File: src/rtl/div_clk_monitor_if.sv
`default_nettype none
// ============================================================================
// Module   : div_clk_monitor_if
// Purpose  : Control and measurement bundle between a divided-clock monitor
//            and its user.
// Revision : 1.0 - initial release
// ============================================================================
interface div_clk_monitor_if #(
  parameter int CNT_W = 8
);
  logic             i_en;
  logic             i_div_clk;
  logic             i_err_clr;
  logic             o_rise;
  logic             o_fall;
  logic [CNT_W-1:0] o_high_len;
  logic [CNT_W-1:0] o_low_len;
  logic [CNT_W:0]   o_period;
  logic             o_meas_valid;
  logic             o_locked;
  logic             o_err;

  modport master (
    output i_en, i_div_clk, i_err_clr,
    input  o_rise, o_fall, o_high_len, o_low_len, o_period,
           o_meas_valid, o_locked, o_err
  );

  modport slave (
    input  i_en, i_div_clk, i_err_clr,
    output o_rise, o_fall, o_high_len, o_low_len, o_period,
           o_meas_valid, o_locked, o_err
  );
endinterface
`default_nettype wire

File: src/rtl/div_clk_monitor.sv
`default_nettype none
// ============================================================================
// Module   : div_clk_monitor
// Purpose  : Samples a divided clock as data, emits edge strobes, measures
//            high/low/period run lengths and reports lock and sticky error.
// Revision : 1.0 - initial release
// ============================================================================
module div_clk_monitor #(
  parameter int CNT_W    = 8,
  parameter int EXP_HIGH = 2,
  parameter int EXP_LOW  = 2,
  parameter int TOL      = 0,
  parameter int LOCK_CNT = 4
) (
  input  logic              i_clk,
  input  logic              i_rst,
  div_clk_monitor_if.slave  bus
);

  typedef enum logic [1:0] {
    IDLE  = 2'd0,
    ACQ   = 2'd1,
    HALF  = 2'd2,
    TRACK = 2'd3
  } state_e;

  localparam logic [CNT_W-1:0] c_run_max  = {CNT_W{1'b1}};
  localparam logic [CNT_W-1:0] c_run_pre  = {{(CNT_W-1){1'b1}}, 1'b0};
  localparam logic [CNT_W-1:0] c_one      = CNT_W'(1);
  localparam logic [CNT_W-1:0] c_exp_high = CNT_W'(EXP_HIGH);
  localparam logic [CNT_W-1:0] c_exp_low  = CNT_W'(EXP_LOW);
  localparam logic [CNT_W-1:0] c_tol      = CNT_W'(TOL);
  localparam logic [3:0]       c_lock_cnt = 4'(LOCK_CNT);

  state_e           state_q,    state_d;
  logic             div_q;
  logic [CNT_W-1:0] run_cnt_q,  run_cnt_d;
  logic [3:0]       lock_cnt_q, lock_cnt_d;
  logic             rise_q,     rise_d;
  logic             fall_q,     fall_d;
  logic [CNT_W-1:0] high_q,     high_d;
  logic [CNT_W-1:0] low_q,      low_d;
  logic [CNT_W:0]   period_q,   period_d;
  logic             meas_q,     meas_d;
  logic             locked_q,   locked_d;
  logic             err_q,      err_d;

  logic             w_edge;
  logic             w_rise_edge;
  logic             w_fall_edge;
  logic             w_stuck;
  logic             w_good;
  logic             w_err_set;

  function automatic logic [CNT_W-1:0] abs_diff(input logic [CNT_W-1:0] a,
                                                 input logic [CNT_W-1:0] b);
    return (a > b) ? (a - b) : (b - a);
  endfunction

  assign w_edge      = bus.i_div_clk != div_q;
  assign w_rise_edge = bus.i_div_clk & ~div_q;
  assign w_fall_edge = ~bus.i_div_clk & div_q;
  // Counter is about to saturate without the input ever toggling.
  assign w_stuck     = !w_edge && (run_cnt_q == c_run_pre);
  // On a rising edge in TRACK, run_cnt_q holds the low run just completed.
  assign w_good      = (abs_diff(high_q, c_exp_high) <= c_tol) &&
                       (abs_diff(run_cnt_q, c_exp_low) <= c_tol);

  always_ff @(posedge i_clk) begin
    if (i_rst) begin
      state_q    <= IDLE;
      div_q      <= 1'b0;
      run_cnt_q  <= '0;
      lock_cnt_q <= '0;
      rise_q     <= 1'b0;
      fall_q     <= 1'b0;
      high_q     <= '0;
      low_q      <= '0;
      period_q   <= '0;
      meas_q     <= 1'b0;
      locked_q   <= 1'b0;
      err_q      <= 1'b0;
    end else begin
      state_q    <= state_d;
      div_q      <= bus.i_div_clk;
      run_cnt_q  <= run_cnt_d;
      lock_cnt_q <= lock_cnt_d;
      rise_q     <= rise_d;
      fall_q     <= fall_d;
      high_q     <= high_d;
      low_q      <= low_d;
      period_q   <= period_d;
      meas_q     <= meas_d;
      locked_q   <= locked_d;
      err_q      <= err_d;
    end
  end

  always_comb begin
    state_d    = state_q;
    run_cnt_d  = run_cnt_q;
    lock_cnt_d = lock_cnt_q;
    rise_d     = 1'b0;
    fall_d     = 1'b0;
    high_d     = high_q;
    low_d      = low_q;
    period_d   = period_q;
    meas_d     = 1'b0;
    locked_d   = locked_q;
    w_err_set  = 1'b0;

    if (state_q == IDLE) begin
      run_cnt_d = '0;
    end else if (w_edge) begin
      run_cnt_d = c_one;
    end else if (run_cnt_q != c_run_max) begin
      run_cnt_d = run_cnt_q + c_one;
    end

    if (!bus.i_en) begin
      state_d    = IDLE;
      lock_cnt_d = '0;
      locked_d   = 1'b0;
    end else begin
      rise_d = (state_q != IDLE) && w_rise_edge;
      fall_d = (state_q != IDLE) && w_fall_edge;
      case (state_q)
        IDLE: begin
          state_d = ACQ;
        end
        ACQ: begin
          if (w_rise_edge) begin
            state_d = HALF;
          end
        end
        HALF: begin
          if (w_fall_edge) begin
            high_d  = run_cnt_q;
            state_d = TRACK;
          end else if (w_stuck) begin
            w_err_set  = 1'b1;
            lock_cnt_d = '0;
            locked_d   = 1'b0;
            state_d    = ACQ;
          end
        end
        TRACK: begin
          if (w_fall_edge) begin
            high_d = run_cnt_q;
          end else if (w_rise_edge) begin
            low_d    = run_cnt_q;
            period_d = {1'b0, high_q} + {1'b0, run_cnt_q};
            meas_d   = 1'b1;
            if (w_good) begin
              lock_cnt_d = (lock_cnt_q == c_lock_cnt) ? lock_cnt_q
                                                      : lock_cnt_q + 4'd1;
              locked_d   = (lock_cnt_d == c_lock_cnt);
            end else begin
              lock_cnt_d = '0;
              locked_d   = 1'b0;
              w_err_set  = 1'b1;
            end
          end else if (w_stuck) begin
            w_err_set  = 1'b1;
            lock_cnt_d = '0;
            locked_d   = 1'b0;
            state_d    = ACQ;
          end
        end
        default: begin
          state_d = IDLE;
        end
      endcase
    end

    // A new error in the same cycle as a clear request still sets the flag.
    err_d = w_err_set | (err_q & ~bus.i_err_clr);
  end

  assign bus.o_rise       = rise_q;
  assign bus.o_fall       = fall_q;
  assign bus.o_high_len   = high_q;
  assign bus.o_low_len    = low_q;
  assign bus.o_period     = period_q;
  assign bus.o_meas_valid = meas_q;
  assign bus.o_locked     = locked_q;
  assign bus.o_err        = err_q;

endmodule
`default_nettype wire

File: src/flat_wrapper.sv
// flat-port wrapper written by rule: the top's interface ports become plain ports
module div_clk_monitor_flat 
#(
  parameter int CNT_W    = 8,
  parameter int EXP_HIGH = 2,
  parameter int EXP_LOW  = 2,
  parameter int TOL      = 0,
  parameter int LOCK_CNT = 4
)
  (i_clk, i_rst, bus_i_en, bus_i_div_clk, bus_i_err_clr, bus_o_rise, bus_o_fall, bus_o_high_len, bus_o_low_len, bus_o_period, bus_o_meas_valid, bus_o_locked, bus_o_err);
  div_clk_monitor_if #(.CNT_W(CNT_W)) bus_i ();
  input  logic i_clk;
  input  logic i_rst;
  input wire logic [$bits(bus_i.i_en)-1:0] bus_i_en;
  input wire logic [$bits(bus_i.i_div_clk)-1:0] bus_i_div_clk;
  input wire logic [$bits(bus_i.i_err_clr)-1:0] bus_i_err_clr;
  output wire logic [$bits(bus_i.o_rise)-1:0] bus_o_rise;
  output wire logic [$bits(bus_i.o_fall)-1:0] bus_o_fall;
  output wire logic [$bits(bus_i.o_high_len)-1:0] bus_o_high_len;
  output wire logic [$bits(bus_i.o_low_len)-1:0] bus_o_low_len;
  output wire logic [$bits(bus_i.o_period)-1:0] bus_o_period;
  output wire logic [$bits(bus_i.o_meas_valid)-1:0] bus_o_meas_valid;
  output wire logic [$bits(bus_i.o_locked)-1:0] bus_o_locked;
  output wire logic [$bits(bus_i.o_err)-1:0] bus_o_err;
  assign bus_i.i_en = bus_i_en;
  assign bus_i.i_div_clk = bus_i_div_clk;
  assign bus_i.i_err_clr = bus_i_err_clr;
  assign bus_o_rise = bus_i.o_rise;
  assign bus_o_fall = bus_i.o_fall;
  assign bus_o_high_len = bus_i.o_high_len;
  assign bus_o_low_len = bus_i.o_low_len;
  assign bus_o_period = bus_i.o_period;
  assign bus_o_meas_valid = bus_i.o_meas_valid;
  assign bus_o_locked = bus_i.o_locked;
  assign bus_o_err = bus_i.o_err;
  div_clk_monitor #(.CNT_W(CNT_W), .EXP_HIGH(EXP_HIGH), .EXP_LOW(EXP_LOW), .TOL(TOL), .LOCK_CNT(LOCK_CNT)) u_core (.i_clk(i_clk), .i_rst(i_rst), .bus(bus_i));
endmodule
File: config.mk
export PLATFORM = sky130hd
export DESIGN_NAME = div_clk_monitor_flat
export DESIGN_NICKNAME = d
export VERILOG_FILES = /design/src/rtl/div_clk_monitor_if.sv /design/src/rtl/div_clk_monitor.sv /design/src/flat_wrapper.sv
export SDC_FILE = /design/constraint.sdc
export NUM_CORES = 1
export LEC_CHECK = 0
export BUFFER_PORTS_ARGS = -buffer_cell sky130_fd_sc_hd__buf_2
export CORE_MARGIN = 10
export CORE_UTILIZATION = 25
export CTS_BUF_LIST = sky130_fd_sc_hd__clkbuf_16
export CTS_CLUSTER_SIZE = 14
export DETAILED_ROUTE_END_ITERATION = 8
export PLACE_DENSITY = 0.38
export SYNTH_ARGS = -nofsm -noshare
export SYNTH_HDL_FRONTEND = slang
export SYNTH_SLANG_ARGS = --single-unit
export TNS_END_PERCENT = 100
File: constraint.sdc
create_clock -name i_clk -period 3.7 [get_ports i_clk]
set_input_delay 0.555 -clock i_clk [delete_from_list [all_inputs] [get_ports i_clk]]
set_output_delay 0.555 -clock i_clk [all_outputs]
set_load 0.005 [all_outputs]
==> impl_metrics.env, run 1 <==
export IMPL_min_from="u_core.bus.o_locked$_SDFFE_PP0P_"
export IMPL_final_setup_viol_count=0
export IMPL_grt_use_total=0.0980
export IMPL_worstSkewPairLatency_ns=0.29
export IMPL_postRouteAntennaNets=0
export IMPL_grt_overflow_total=0
export IMPL_status="complete, no violations"
export IMPL_wl_per_cell_um=14.7
export IMPL_ys_async_sr_fraction=0
export IMPL_crit_fanout=14
export IMPL_vias=2181
export IMPL_grt_max_degree=31
export IMPL_whs_endpoint="u_core.bus.o_locked$_SDFFE_PP0P_"
export IMPL_skew_ns=0.00563
export IMPL_die_h_um=120
export IMPL_antenna_found_initial=0
export IMPL_arrival_ns=3.07
export IMPL_grt_pass1_wl_um=11600
export IMPL_hpwl_um=5110
export IMPL_setup_tns_ns=0
export IMPL_holdPathStages=2
export IMPL_hold_class="register to register"
export IMPL_fmax_mhz=351
export IMPL_ys_flop_type="dfxtp_1"
export IMPL_slew_headroom=0.551
export IMPL_num_rows=36
export IMPL_dieArea_um2=14300
export IMPL_critical_path_class="register to register"
export IMPL_drt_pass1_iterations=4
export IMPL_synthesis_area_um2=2490
export IMPL_synth_edff_count=0
export IMPL_worstReg2RegEnd="u_core.lock_cnt_q[1]$_SDFFE_PP0P_"
export IMPL_fin_util=0.301
export IMPL_final_max_slew_violation_count=0
export IMPL_post_cts_setup_buffer_count=0
export IMPL_hold_violations=0
export IMPL_coreArea_um2=9730
export IMPL_seq_area_frac_synth=0.362
export IMPL_gp_congestion=0.831
export IMPL_period_share=0.769
export IMPL_cts_sinks=45
export IMPL_port_buffers=34
export IMPL_wl_um=6920
export IMPL_endpoint_kind="register"
export IMPL_drive_gt1_frac=0.139
export IMPL_worstPathRequired_ns=3.92
export IMPL_synth_cells=309
export IMPL_num_nets_final=361
export IMPL_initial_core_util=0.256
export IMPL_start_kind="register"
export IMPL_ctsRootBufferMaster="clkbuf_16"
export IMPL_final_common_cell="dfxtp_1"
export IMPL_cts_buffer_depth=2
export IMPL_grt_pass1_vias=2172
export IMPL_area_growth_pct=17.9
export IMPL_io_pins=35
export IMPL_drt_initial_drc_count=162
export IMPL_tritoncts="built"
export IMPL_route_detailed_drc=0
export IMPL_synth_warnings=0
export IMPL_worstMarginPinSlew_ns=0.672
export IMPL_p_per_area_nw_per_um2=353
export IMPL_min_period_ns=2.85
export IMPL_clk_pin_slew_ns=0.07
export IMPL_ctsResizeCount=0
export IMPL_avgSynthCellArea_um2=8.05
export IMPL_peakVddDrop_mv=0.154
export IMPL_rsz0062_at_grt="no"
export IMPL_synth_nets=334
export IMPL_critPathLaunch="u_core.run_cnt_q[3]$_SDFFE_PP0P_"
export IMPL_cts_made_buffers=5
export IMPL_power_leakage_nw=1.20
export IMPL_die_w_um=120
export IMPL_final_cell_mix="45 x dfxtp_1, 43 x nand2_1, 34 x buf_2"
export IMPL_r2r_slack_ns=0.85
export IMPL_r2r_cells=6
export IMPL_viasPerCell=4.64
export IMPL_ctsHoldBuffers=0
export IMPL_htreeDepth=2
export IMPL_r2r_start="u_core.run_cnt_q[3]$_SDFFE_PP0P_"
export IMPL_drv_cap=0
export IMPL_num_antenna_cells=0
export IMPL_synth_cell_type_count=48
export IMPL_synth_seq_cells=45
-- Yosys cell counts (2+ instances only) --
| library cell | count | area [µm²] |
|---|---|---|
| nor3b_1 | 4 | 30.0 |
| or4_1 | 2 | 15.0 |
| buf_2 | 2 | 10.0 |
| and3_1 | 4 | 25.0 |
| o21ai_1 | 3 | 15.0 |
| mux2i_1 | 9 | 90.1 |
| nand4_1 | 4 | 25.0 |
| nand2b_1 | 5 | 31.3 |
| a311o_1 | 2 | 20.0 |
| nor2_1 | 28 | 105 |
| a21oi_1 | 29 | 145 |
| dfxtp_1 | 45 | 901 |
| clkbuf_1 | 12 | 45.0 |
| xor2_1 | 2 | 17.5 |
| ha_1 | 19 | 238 |
| nand2_1 | 43 | 161 |
| nor3_1 | 10 | 50.1 |
| xnor2_1 | 4 | 35.0 |
| nor4_1 | 3 | 18.8 |
| a211oi_1 | 4 | 30.0 |
| o21ai_0 | 8 | 40.0 |
| o41ai_1 | 3 | 26.3 |
| and4_1 | 2 | 17.5 |
| inv_1 | 20 | 75.1 |
| nand3_1 | 9 | 45.0 |
| o21ai_2 | 3 | 26.3 |
| nor2b_1 | 8 | 50.1 |
| o21a_1 | 2 | 15.0 |
-- critical path, stage by stage (launching register included) --
cell	delay, ns
dfxtp_1	0.44
or4_4	0.58
or4_1	0.59
mux2i_1	0.21
o2111ai_1	0.26
or4b_4	0.59
o21ai_2	0.12
-- stage by stage --
step | hold WS (ns) | instances | setup slack, ns | power [mW] | cell area, µm²
3_5_place_dp | 0.440 | 462 | 0.881 | 0.530 | 2760
3_3_place_gp | 0.441 | 462 | 0.970 | 0.530 | 2760
5_1_grt | 0.471 | 470 | 0.746 | 1.07 | 2930
4_1_cts | 0.453 | 470 | 0.870 | 1.05 | 2930
2_1_floorplan | 0.448 | 309 | 1.07 | 0.518 | 2490
6_report | 0.448 | 470 | 0.855 | 1.03 | 2930
-- worst max-delay path by stage --
stage,endpoint,slack (ns),cells after the start
after floorplan,u_core.bus.o_locked$_SDFFE_PP0P_,1.07,8
after global placement,u_core.bus.o_locked$_SDFFE_PP0P_,0.97,6
after detailed placement,u_core.lock_cnt_q[3]$_SDFFE_PP0P_,0.88,6
after CTS,u_core.bus.o_locked$_SDFFE_PP0P_,0.87,6
after global routing,u_core.lock_cnt_q[1]$_SDFFE_PP0P_,0.75,6
final,u_core.lock_cnt_q[1]$_SDFFE_PP0P_,0.85,6
-- where the power goes --
group	total, mW	switching (mW)	leakage (nW)	internal [mW]
clock network	0.514	0.198	0.0775	0.317
registers	0.490	0.00352	0.363	0.487
logic	0.0288	0.0205	0.757	0.00834
total	1.03	0.222	1.20	0.811
-- routing by layer --
| metal | vias to the layer above | global-route usage | routed length [µm] |
|---|---|---|---|
| li1 | 1130 | - | - |
| met1 | 996 | 0.140 | 3660 |
| met2 | 46 | 0.142 | 2840 |
| met3 | 9 | 0.0230 | 315 |
| met4 | 0 | 0.0302 | 97 |
| met5 | - | 0 | 0 |
-- layout make-up --
cell class / count / area, µm²
fill: 1073 / 6800
multi-input combinational: 229 / 1440
sequential: 45 / 901
timing repair buffer: 35 / 178
tap: 133 / 166
clock buffer: 5 / 125
inverter: 20 / 75.1
clock inverter: 3 / 41.3
-- state kept, by name, summed over array words and instances (netlist names) --
register,flops
u_core.bus.o_err,1
u_core.bus.o_fall,1
u_core.bus.o_high_len,8
u_core.bus.o_locked,1
u_core.bus.o_low_len,8
u_core.bus.o_meas_valid,1
u_core.bus.o_period,9
u_core.bus.o_rise,1
u_core.div_q,1
u_core.lock_cnt_q,4
u_core.run_cnt_q,8
u_core.state_q,2
-- kinds of logic after synthesis --
family,Yosys count,synth area share
xor+xnor,6,0.0211
compound gates,65,0.164
buf+inv,35,0.0569
simple gates,129,0.256
mux,9,0.0362
flops,45,0.362
fa+ha+maj,20,0.104
Power figures use the tool's default switching activity.
==> run 2: changes to the inputs <==
Clock period 3.7 ns to 2.7 ns, I/O delays scaled along.
==> run 2 against run 1 <==
Against the previous run:
- power grew 27%
- clock-buffer cell count is the same
- sequential power grew 37%
- via count grew 3.6%
- critical endpoint is now u_core.bus.o_locked$_SDFFE_PP0P_
==> impl_metrics.env, run 2 (same netlist as run 1, synthesis figures left out) <==
export IMPL_status="complete, no violations"
export IMPL_hold_violations=0
export IMPL_num_antenna_cells=0
export IMPL_endpoint_kind="register"
export IMPL_vias=2260
export IMPL_ctsRootBufferMaster="clkbuf_16"
export IMPL_tritoncts="built"
export IMPL_hold_class="primary input to register"
export IMPL_io_pins=35
export IMPL_arrival_ns=2.74
export IMPL_p_sw_mw=0.293
export IMPL_final_setup_viol_count=0
export IMPL_peakVddDrop_mv=0.247
export IMPL_gp_congestion=0.802
export IMPL_critical_path_class="register to register"
export IMPL_worstSkewPairLatency_ns=0.28
export IMPL_dieArea_um2=14300
export IMPL_drt_initial_drc_count=133
export IMPL_min_period_ns=2.52
export IMPL_switching_share=0.224
export IMPL_postRouteAntennaNets=0
export IMPL_area_growth_pct=20.6
export IMPL_drive_gt1_frac=0.169
export IMPL_crit_fanout=5
export IMPL_num_nets_final=373
export IMPL_clk_pin_slew_ns=0.07
export IMPL_coreArea_um2=9730
export IMPL_largest_reg_flops=9
export IMPL_post_cts_setup_buffer_count=0
export IMPL_drt_pass1_iterations=4
export IMPL_holdPathStages=3
export IMPL_place_ws_ns=0.109
export IMPL_dp_cells=474
export IMPL_worstMarginPinSlew_ns=0.615
export IMPL_grt_max_degree=31
export IMPL_grt_pass1_vias=2238
export IMPL_pwr_share_comb=0.031
export IMPL_wl_per_cell_um=14.2
export IMPL_r2r_start="u_core.run_cnt_q[2]$_SDFFE_PP0P_"
export IMPL_worstSetupEndpoint="u_core.bus.o_locked$_SDFFE_PP0P_"
export IMPL_period_share=0.932
export IMPL_fin_util=0.308
export IMPL_cts_sinks=45
export IMPL_grt_overflow_total=0
export IMPL_start_kind="register"
export IMPL_hpwl_um=5150
export IMPL_layout_cells_non_filler=482
export IMPL_antenna_found_initial=0
export IMPL_die_w_um=120
export IMPL_r2r_slack_ns=0.18
export IMPL_die_h_um=120
export IMPL_critPathLaunch="u_core.run_cnt_q[2]$_SDFFE_PP0P_"
export IMPL_pwr_share_clk=0.457
export IMPL_worstPathRequired_ns=2.92
export IMPL_fmax_mhz=397
export IMPL_cts_buffer_depth=2
export IMPL_initial_core_util=0.256
export IMPL_seqCellArea_um2=901
export IMPL_grt_pass1_wl_um=11600
export IMPL_num_rows=36
export IMPL_wl_um=6850
export IMPL_fin_ws_ns=0.184
export IMPL_hold_slack_ns=0.381
export IMPL_port_buffers=34
export IMPL_viasPerCell=4.69
export IMPL_r2r_cells=6
export IMPL_cellInternalPower_mw=1.02
export IMPL_final_cell_mix="45 x dfxtp_1, 43 x nand2_1, 34 x buf_2"
export IMPL_multi_input_area_um2=1450
export IMPL_seqPwrFrac=0.512
export IMPL_final_common_cell="dfxtp_1"
export IMPL_setup_tns_ns=0
export IMPL_worstReg2RegEnd="u_core.bus.o_locked$_SDFFE_PP0P_"
export IMPL_route_detailed_drc=0
export IMPL_final_max_slew_violation_count=0
export IMPL_power_leakage_nw=1.25
export IMPL_drv_cap=0
export IMPL_p_per_area_nw_per_um2=437
export IMPL_cts_made_buffers=5
export IMPL_htreeDepth=2
export IMPL_skew_ns=0.00585
export IMPL_grt_use_total=0.0969
export IMPL_slew_headroom=0.589
export IMPL_fillCellCount=1085
## run 2: cell types whose count changed in the layout (fill, tap and decap cells not counted), sizes merged
cell / delta
inv: +2
clkinv: -1
buf: +12
bufinv: -1
## run 2: stage by stage
stage	power, mW	instance area, µm²
2_1_floorplan	0.710	2490
3_3_place_gp	0.727	2850
3_5_place_dp	0.726	2850
4_1_cts	1.33	2990
5_1_grt	1.36	3000
6_report	1.31	3000
## run 2: final cells by class
cell class                      instances  area share
Inverter                               20      0.0250
Timing Repair Buffer                   47      0.0893
Sequential cell                        45       0.300
Clock buffer                            5      0.0417
Clock inverter                          3     0.00501
Multi-Input combinational cell        229       0.483
Tap cell                              133      0.0555
## run 2: how the worst min path moves through the flow
stage                                      endpoint                                 start  slack [ns]
2_1_floorplan   u_core.bus.o_period[3]$_SDFFE_PP0P_   u_core.bus.o_period[3]$_SDFFE_PP0P_        0.45
3_3_place_gp    u_core.bus.o_period[4]$_SDFFE_PP0P_   u_core.bus.o_period[4]$_SDFFE_PP0P_        0.44
3_5_place_dp   u_core.bus.o_low_len[2]$_SDFFE_PP0P_  u_core.bus.o_low_len[2]$_SDFFE_PP0P_        0.44
4_1_cts                     u_core.div_q$_SDFF_PP0_                         bus_i_div_clk        0.37
5_1_grt                     u_core.div_q$_SDFF_PP0_                         bus_i_div_clk        0.40
6_report                    u_core.div_q$_SDFF_PP0_                         bus_i_div_clk        0.38
## run 2: power by group through the flow
stage          logic, mW  clock network [mW]  registers [mW]
2_1_floorplan     0.0248                   0           0.685
3_5_place_dp      0.0408                   0           0.686
6_report          0.0407               0.598           0.670
3_3_place_gp      0.0416                   0           0.686
5_1_grt           0.0465               0.647           0.670
4_1_cts           0.0411               0.622           0.670
## run 2: critical path: stages, from the launching register on
cell	delay, ns
dfxtp_1	0.31
or4_4	0.54
or4_4	0.54
mux2i_1	0.20
xnor2_1	0.15
or4b_4	0.60
o21ai_2	0.12
## run 2: what timing repair did
item / CTS / global route
endpoints found under the setup margin: 0 / 5
hold buffers: 0 / 0
gates resized for setup: 0 / 2
## run 2: per-layer routing
metal | vias up | routed length (µm) | GRT usage
met5 | - | 0 | 0
met4 | 0 | 55 | 0.0226
met3 | 6 | 289 | 0.0230
met2 | 44 | 3000 | 0.151
met1 | 1055 | 3510 | 0.132
li1 | 1155 | - | -
